$ cat src/rtl/bram_stream_reader.sv
// Streams a contiguous BRAM address range (up/down, wrapping) onto a valid/ready port.
// First word 3 cycles after start; one word/cycle sustained; 4-entry FIFO credits stop reads under backpressure.
module bram_stream_reader #(
  parameter int ADDR_WIDTH = 4,
  parameter int DATA_WIDTH = 8
) (
  input  logic                  clk,
  input  logic                  rst,
  input  logic                  start,
  input  logic [ADDR_WIDTH-1:0] start_addr,
  input  logic [ADDR_WIDTH:0]   length,
  input  logic                  descend,
  output logic                  busy,
  output logic                  done,
  output logic [ADDR_WIDTH-1:0] bram_addr,
  input  logic [DATA_WIDTH-1:0] bram_data,
  output logic                  out_valid,
  input  logic                  out_ready,
  output logic [DATA_WIDTH-1:0] out_data,
  output logic                  out_last
);

  localparam logic [1:0] IDLE  = 2'd0;
  localparam logic [1:0] READ  = 2'd1;
  localparam logic [1:0] DRAIN = 2'd2;

  localparam logic [ADDR_WIDTH:0]   ONE_R = 1;
  localparam logic [ADDR_WIDTH-1:0] ONE_A = 1;

  logic [1:0]            state;
  logic                  dir_down;
  logic [ADDR_WIDTH:0]   remaining;
  logic                  rd_vld;
  logic                  rd_last;
  logic [DATA_WIDTH:0]   fifo_mem [4];
  logic [1:0]            wr_ptr;
  logic [1:0]            rd_ptr;
  logic [2:0]            fifo_count;
  logic [3:0]            credit_used;
  logic                  issue;
  logic                  push;
  logic                  pop;
  logic                  drain_done;

  // A read in the data stage already owns a FIFO slot, so it counts against credit.
  assign credit_used = {1'b0, fifo_count} + {3'b000, rd_vld};
  assign issue       = (state == READ) && (remaining != '0) && (credit_used < 4'd4);
  assign push        = rd_vld;
  assign pop         = out_valid && out_ready;

  assign out_valid = (fifo_count != 3'd0);
  assign out_data  = out_valid ? fifo_mem[rd_ptr][DATA_WIDTH-1:0] : '0;
  assign out_last  = out_valid ? fifo_mem[rd_ptr][DATA_WIDTH] : 1'b0;

  assign drain_done = (state == DRAIN) && !rd_vld &&
                      ((fifo_count == 3'd0) || ((fifo_count == 3'd1) && pop));

  always_ff @(posedge clk) begin
    if (push) begin
      fifo_mem[wr_ptr] <= {rd_last, bram_data};
    end
  end

  always_ff @(posedge clk) begin
    if (rst) begin
      state      <= IDLE;
      dir_down   <= 1'b0;
      remaining  <= '0;
      busy       <= 1'b0;
      done       <= 1'b0;
      bram_addr  <= '0;
      rd_vld     <= 1'b0;
      rd_last    <= 1'b0;
      wr_ptr     <= 2'd0;
      rd_ptr     <= 2'd0;
      fifo_count <= 3'd0;
    end else begin
      done    <= 1'b0;
      rd_vld  <= issue;
      rd_last <= issue && (remaining == ONE_R);

      if (push) wr_ptr <= wr_ptr + 2'd1;
      if (pop)  rd_ptr <= rd_ptr + 2'd1;
      if (push && !pop)      fifo_count <= fifo_count + 3'd1;
      else if (!push && pop) fifo_count <= fifo_count - 3'd1;

      case (state)
        IDLE: begin
          if (start) begin
            dir_down  <= descend;
            bram_addr <= start_addr;
            remaining <= length;
            // An empty command has nothing to drain, so it completes straight away.
            if (length == '0) begin
              done <= 1'b1;
            end else begin
              busy  <= 1'b1;
              state <= READ;
            end
          end
        end
        READ: begin
          if (issue) begin
            remaining <= remaining - ONE_R;
            bram_addr <= dir_down ? bram_addr - ONE_A : bram_addr + ONE_A;
            if (remaining == ONE_R) state <= DRAIN;
          end
        end
        DRAIN: begin
          if (drain_done) begin
            done  <= 1'b1;
            busy  <= 1'b0;
            state <= IDLE;
          end
        end
        default: state <= IDLE;
      endcase
    end
  end

endmodule

$ cat config.mk
export PLATFORM = sky130hd
export DESIGN_NAME = bram_stream_reader
export DESIGN_NICKNAME = d
export VERILOG_FILES = /design/src/rtl/bram_stream_reader.sv
export SDC_FILE = /design/constraint.sdc
export NUM_CORES = 1
export LEC_CHECK = 0
export ABC_AREA = 1
export BUFFER_PORTS_ARGS = -buffer_cell sky130_fd_sc_hd__clkbuf_2
export CAP_MARGIN = 25
export CORE_AREA = 2 2 83 85
export CTS_BUF_LIST = sky130_fd_sc_hd__clkbuf_16
export CTS_CLUSTER_SIZE = 10
export DETAILED_ROUTE_END_ITERATION = 12
export DIE_AREA = 0 0 85 87
export PLACE_DENSITY = 0.74
export SETUP_SLACK_MARGIN = 0.2
export SYNTH_ARGS = -nofsm -noshare
export SYNTH_HDL_FRONTEND = slang
export SYNTH_SLANG_ARGS = --single-unit
$ cat constraint.sdc
create_clock -name clk -period 2.3 [get_ports clk]
set_input_delay 0.23 -clock clk [delete_from_list [all_inputs] [get_ports clk]]
set_output_delay 0.23 -clock clk [all_outputs]
set_load 0.02 [all_outputs]
### After elaboration in Yosys (flattened, before gate mapping)

Memories as Yosys holds them, arrays and structs flattened. A register that Yosys moved wholly into a read port is not among the register bits.
Index checks and enable logic that the tools add are counted.

| storage, ports and cells | value |
|---|---|
| flip-flop bits (word level) | 23 |
| RAM bits | 36 |
| word-level logic and storage cells | 83 |
| memories | 1 |

| cells by class | value |
|---|---|
| add/sub/neg operators | 8 |
| $lt $le $gt $ge | 1 |
| eq/ne operators | 9 |
| muxes and demuxes | 29 |
| reductions and logical operators | 24 |

Memory list:

| name | depth | width | read ports | clocked after memory_dff | wr ports | RTL line | source |
|---|---|---|---|---|---|---|---|
| fifo_mem | 4 | 9 | 1 | 1 | 1 | 35 | `logic [DATA_WIDTH:0] fifo_mem [4];` |

Operators with widths:

| cell | count |
|---|---|
| $mux W2 | 7 |
| $mux W4 | 3 |
| $mux W5 | 2 |
| $pmux W5 S2 | 1 |
| $logic_and A1 B1 Y1 | 9 |
| $mux W1 | 9 |
| $mux W8 | 1 |
| $ne A2 B2 Y1 const B | 4 |
| $pmux W4 S2 | 1 |
| $mux W3 | 2 |
| $pmux W2 S3 | 1 |
| $reduce_bool A2 Y1 | 3 |
| $eq A5 B1 Y1 const B | 1 |
| $logic_not A5 Y1 | 1 |
| $reduce_and A5 Y1 | 1 |
| $reduce_bool A5 Y1 | 1 |
| $sub A5 B1 Y5 const B | 1 |
| $add A2 B1 Y2 const B | 2 |
| $add A3 B1 Y4 | 1 |
| $add A4 B1 Y4 const B | 1 |
| $lt A4 B3 Y1 const B | 1 |
| $pmux W1 S2 | 2 |
| $reduce_and A4 Y1 | 1 |
| $sub A4 B1 Y4 const B | 1 |
| 13 further kinds | 14 |

### Depth between registers and ports, before layout

| depth | value |
|---|---|
| depth after elaboration | 7 |
| depth in mapped cells | 10 |
| depth with buffers taken out | 10 |

### Worst setup path before layout

Ideal clock, no wire load.

| path | value |
|---|---|
| kind | flip-flop to flip-flop |
| from | reg fifo_count[0] |
| to | reg fifo_count[2] |
| library setup time | 0.122 ns |
| arrival | 1.570 ns |
| data required time | 2.178 ns |
| setup slack | 0.608 ns |
| cell stages (with the launch flop) | 10 |
| clock period less this slack | 1.692 ns |
| cell sequence | dfxtp_1 > inv_1 > ha_1 > nand2_2 > nand2_1 > ha_1 > nor2_1 > o21ai_0 > o21ai_0 > a21oi_1 |

| between the ends | value |
|---|---|
| longest elaborated chain between the ends | 5 |
| elaborated cells on any way between the ends | 10 |

Ends and longest elaborated chain:

| what | RTL line | source |
|---|---|---|
| start: declaration | 38 | `logic [2:0] fifo_count;` |
| start signal: assignment | 84 | `if (push && !pop) fifo_count <= fifo_count + 3'd1;` |
| start signal: assignment | 85 | `else if (!push && pop) fifo_count <= fifo_count - 3'd1;` |
| $reduce_bool A3 Y1 * | 51 | `assign out_valid = (fifo_count != 3'd0);` |
| via out_valid | 17 | `output logic out_valid,` |
| $logic_and A1 B1 Y1 * | 49 | `assign pop = out_valid && out_ready;` |
| $logic_not A1 Y1 | 84 |  |
| $logic_and A1 B1 Y1 | 84 |  |
| $mux W3 / $reduce_bool A2 Y1 (equally long branches) | -- |  |

Mark *: on every way through the listed nets, which the timed path passes. The rest lies on a longest branch. The select of a mux whose other input is x is not followed.
A chain may end at the register's enable or synchronous reset.

### Final worst setup path

| path | value |
|---|---|
| from | reg fifo_count[0] |
| to | out out_data[3] |

| between the ends | value |
|---|---|
| longest elaborated chain between the ends | 2 |

Ends and longest elaborated chain:

| what | RTL line | source |
|---|---|---|
| $reduce_bool A3 Y1 | 51 |  |
| $mux W8 | 52 | `assign out_data = out_valid ? fifo_mem[rd_ptr][DATA_WIDTH-1:0] : '0;` |
| end: declaration | 19 | `output logic [DATA_WIDTH-1:0] out_data,` |

No other way between the ends.

==> run_results.csv <==
group,metric,value,unit
critical_path,slowest_stage,"dfxtp_1",
power,p_comb_share,29.5,%
yosys,ys_seq_area_share,55.2,%
yosys,avgSynthCellArea,9.21,um2
cells_and_area,antennaDiodeCount,0,
floorplanning,die_w,85,um
sta,fin_crit,1.89,ns
worst_hold_path,hold_depth,1,
critical_path,cp-end-kind,"primary output",
critical_path,r2r_setup_slack,0.53,ns
critical_path,max_stage_delay,0.41,ns
power,power-per-cell-area,1100,mW/mm2
yosys,async_flop_share,0,%
critical_path,reg2regPathDepth,9,
clock_network,clock_latency,0.32,ns
clock_network,cts_buffer_depth,2,
worst_hold_path,holdPathEnd,"fifo_mem[3][0]",
detailed_routing,drt_iter0_drc,146,
sta,slew_headroom,69.7,%
place,place_hpwl,3740,um
floorplanning,dieArea,0.00740,mm2
detailed_routing,via_count,2079,
critical_path,required,2.07,ns
worst_hold_path,min_from,"bram_data[0]",
critical_path,cp_top_family,"buffers and inverters",
clock_network,numCtsBuffers,9,
clock_network,h-tree-depth,3,
power,leakage,1.47,nW
critical_path,cp.arrival,1.66,ns
yosys,synth-edff-count,36,
power,power_frac_seq,35.8,%
power,power_frac_clock,34.7,%
cells_and_area,fillers,573,
power,power.internal,2.46,mW
global_route,grt_pass1_vias,2045,
worst_hold_path,hold_class,"in -> reg",
clock_network,clock-sinks,61,
power,ir_drop,0.531,mV
detailed_routing,drt-total-wl,5390,um
cells_and_area,drive_gt1_share,19.0,%
critical_path,crit_fanout,9,
yosys,ys_seq_elements,61,
cells_and_area,area_growth,18.9,%
critical_path,path_class,"reg -> out",
critical_path,path_depth,6,
run_status,status,"completed",
yosys,yosys_warnings,0,
cells_and_area,ff_latch_area,0.00158,mm2
sta,hold_viol_final,0,
clock_network,path_clk_slew,0.05,ns
detailed_routing,avgRoutedWirePerCell,12.3,um
clock_network,cts_setup_buffers,0,
sta,slew_viol_final,0,
detailed_routing,drt-vias-per-instance,4.76,
yosys,yosysMostFrequentCell,"nor2_1",
critical_path,startpoint_type,"register",
critical_path,crit_buf_inv,3,
power,switchingPower,1.29,mW
critical_path,r2r-start,"fifo_count[0]",
floorplanning,initial_core_util,43.6,%
global_route,grt_remaining_overflow,0,
critical_path,regToRegEndpoint,"fifo_count[2]",
place,portBuffers,37,
detailed_routing,drc_errors,0,
floorplanning,die_h,87,um
sta,worstMarginPinSlew,0.454,ns
sta,period_share,82.0,%
sta,rsz0062_at_grt,"no",
yosys,netlist_top_cells_count,"66 x nor2_1, 36 x edfxtp_1, 34 x o21ai_0",
yosys,synth_nets,348,
detailed_routing,dr.pass1.iters,4,
clock_network,cts_tree,"yes",
floorplanning,row_count,30,
clock_network,clock-root-buffer,"clkbuf_16",
sta,fin_worst_skew,0.00334,ns
place,post_dp_cell_area,0.00311,mm2
floorplanning,core,0.00657,mm2
yosys,synthFlopType,"edfxtp_1",
global_route,antenna_found_initial,0,
place,gp_congestion,0.822,
flow_run,maxCapViolations,0,
sta,setup_violations,0,
yosys,syn_area,0.00287,mm2
cells_and_area,stdcell_area,0.00341,mm2
global_route,grt_pass1_wl,9110,um
detailed_routing,antenna_left,0,
yosys,yosys.area.top_type,"edfxtp_1",
yosys,netlist_top_cells_area,"edfxtp_1 38%, dfxtp_1 17%, nor2_1 8.6%",
power,swShare,34.3,%
critical_path,startpoint,"fifo_count[0]",
yosys,synth_cells,311,
global_route,grtUsageTotal,15.9,%
yosys,synth.top_cell.area_share,37.7,%
cells_and_area,finalNetCount,389,
sta,max_freq,530,MHz
cells_and_area,multiInputGateArea,0.00110,mm2
yosys,yosysUniqueCellTypes,30,
floorplanning,io_pins,38,
global_route,grt_max_degree,19,
sta,setup-tns-final,0,ns
critical_path,path_cells,"inv_1 > ha_1 > nand2_2 > clkinv_2 > a21oi_1 > clkbuf_2",
cell usage in the layout (no fill, tap or decap), types with 2 or more instances in the layout:
cell type,n
dfxtp_1,25
clkbuf_16,9
xor2_1,3
edfxtp_1,36
o21ai_0,34
nand2_1,32
ha_1,14
inv_1,32
buf_4,2
nand3_1,13
clkbuf_2,37
nand2_2,2
clkinv_2,5
o21ai_1,6
xnor2_1,3
nor2_4,2
nor2_1,66
nand3_2,2
inv_2,2
a21oi_1,21
layer usage:
layer  track usage, %  vias up  routed length [um]
li1                 -     1110                   -
met1             17.6      913                2400
met2             28.3       47                2620
met3             6.07        9                 304
met4             5.19        0                  65
met5                0        -                   0
what timing repair did:
| item | in CTS | in global routing |
|---|---|---|
| resized for setup | 1 | 0 |
| setup endpoints to repair | 2 | 0 |
| hold buffers | 0 | 0 |
| hold endpoints to repair | 0 | 0 |
registers in the layout, summed over array words and instances, names as in the netlist, named ones only:
name and cells:
rd_last 1, bram_addr 4, done 1, fifo_mem 36
rd_ptr 2, remaining 5, dir_down 1, fifo_count 3
wr_ptr 2, busy 1, state 2, push 1
worst reg2reg max path: stages, from the launching register on:
cell     delay [ns]
dfxtp_1        0.41
inv_1          0.09
ha_1           0.21
nand2_2        0.10
nand2_1        0.08
ha_1           0.33
nor2_1         0.11
o21ai_0        0.10
o21ai_0        0.16
a21oi_1        0.07
cell type report:
class	count	area share, %
repair buffers	39	5.88
multi-input cells	205	32.2
clock inverters	7	1.95
flip-flops and latches	61	46.4
well taps	80	2.94
inverters	36	4.00
clock buffers	9	6.61
through the flow:
step	setup WS, ns	hold slack, ns	std cells	utilization (%)	power [mW]
after CTS	0.381	0.110	437	51.9	3.80
after global routing	0.306	0.127	437	51.9	3.98
final	0.413	0.122	437	51.9	3.74
after detailed placement	0.553	0.453	421	47.4	2.47
after floorplan	0.608	0.329	311	-	2.16
after global placement	0.625	0.450	421	47.4	2.44
how the worst max path moves through the flow:
stage,end,slack (ns)
final,out_data[3],0.41
after global routing,out_data[6],0.31
after CTS,out_last,0.38
after detailed placement,out_last,0.55
after global placement,fifo_count[2],0.63
after floorplan,fifo_count[2],0.61
power by group through the flow:
stage | Sequential, mW | Clock, mW | Combinational [mW]
final | 1.34 | 1.30 | 1.10
after global routing | 1.35 | 1.38 | 1.25
after CTS | 1.34 | 1.33 | 1.12
after detailed placement | 1.36 | 0 | 1.11
after global placement | 1.36 | 0 | 1.09
after floorplan | 1.36 | 0 | 0.808
cells by family (layout without fill, tap and decap cells):
family	count (synthesis)	after routing	share of synthesized area, %
adders and majority gates	15	15	6.81
xor gates and xnor gates	6	6	1.83
DFF	61	61	55.2
AOI/OAI and AO/OA	63	63	11.2
buffers and inverters	45	91	6.51
and+or+nand+nor	121	121	18.4
Note: power is estimated with default switching activity, not from simulation.
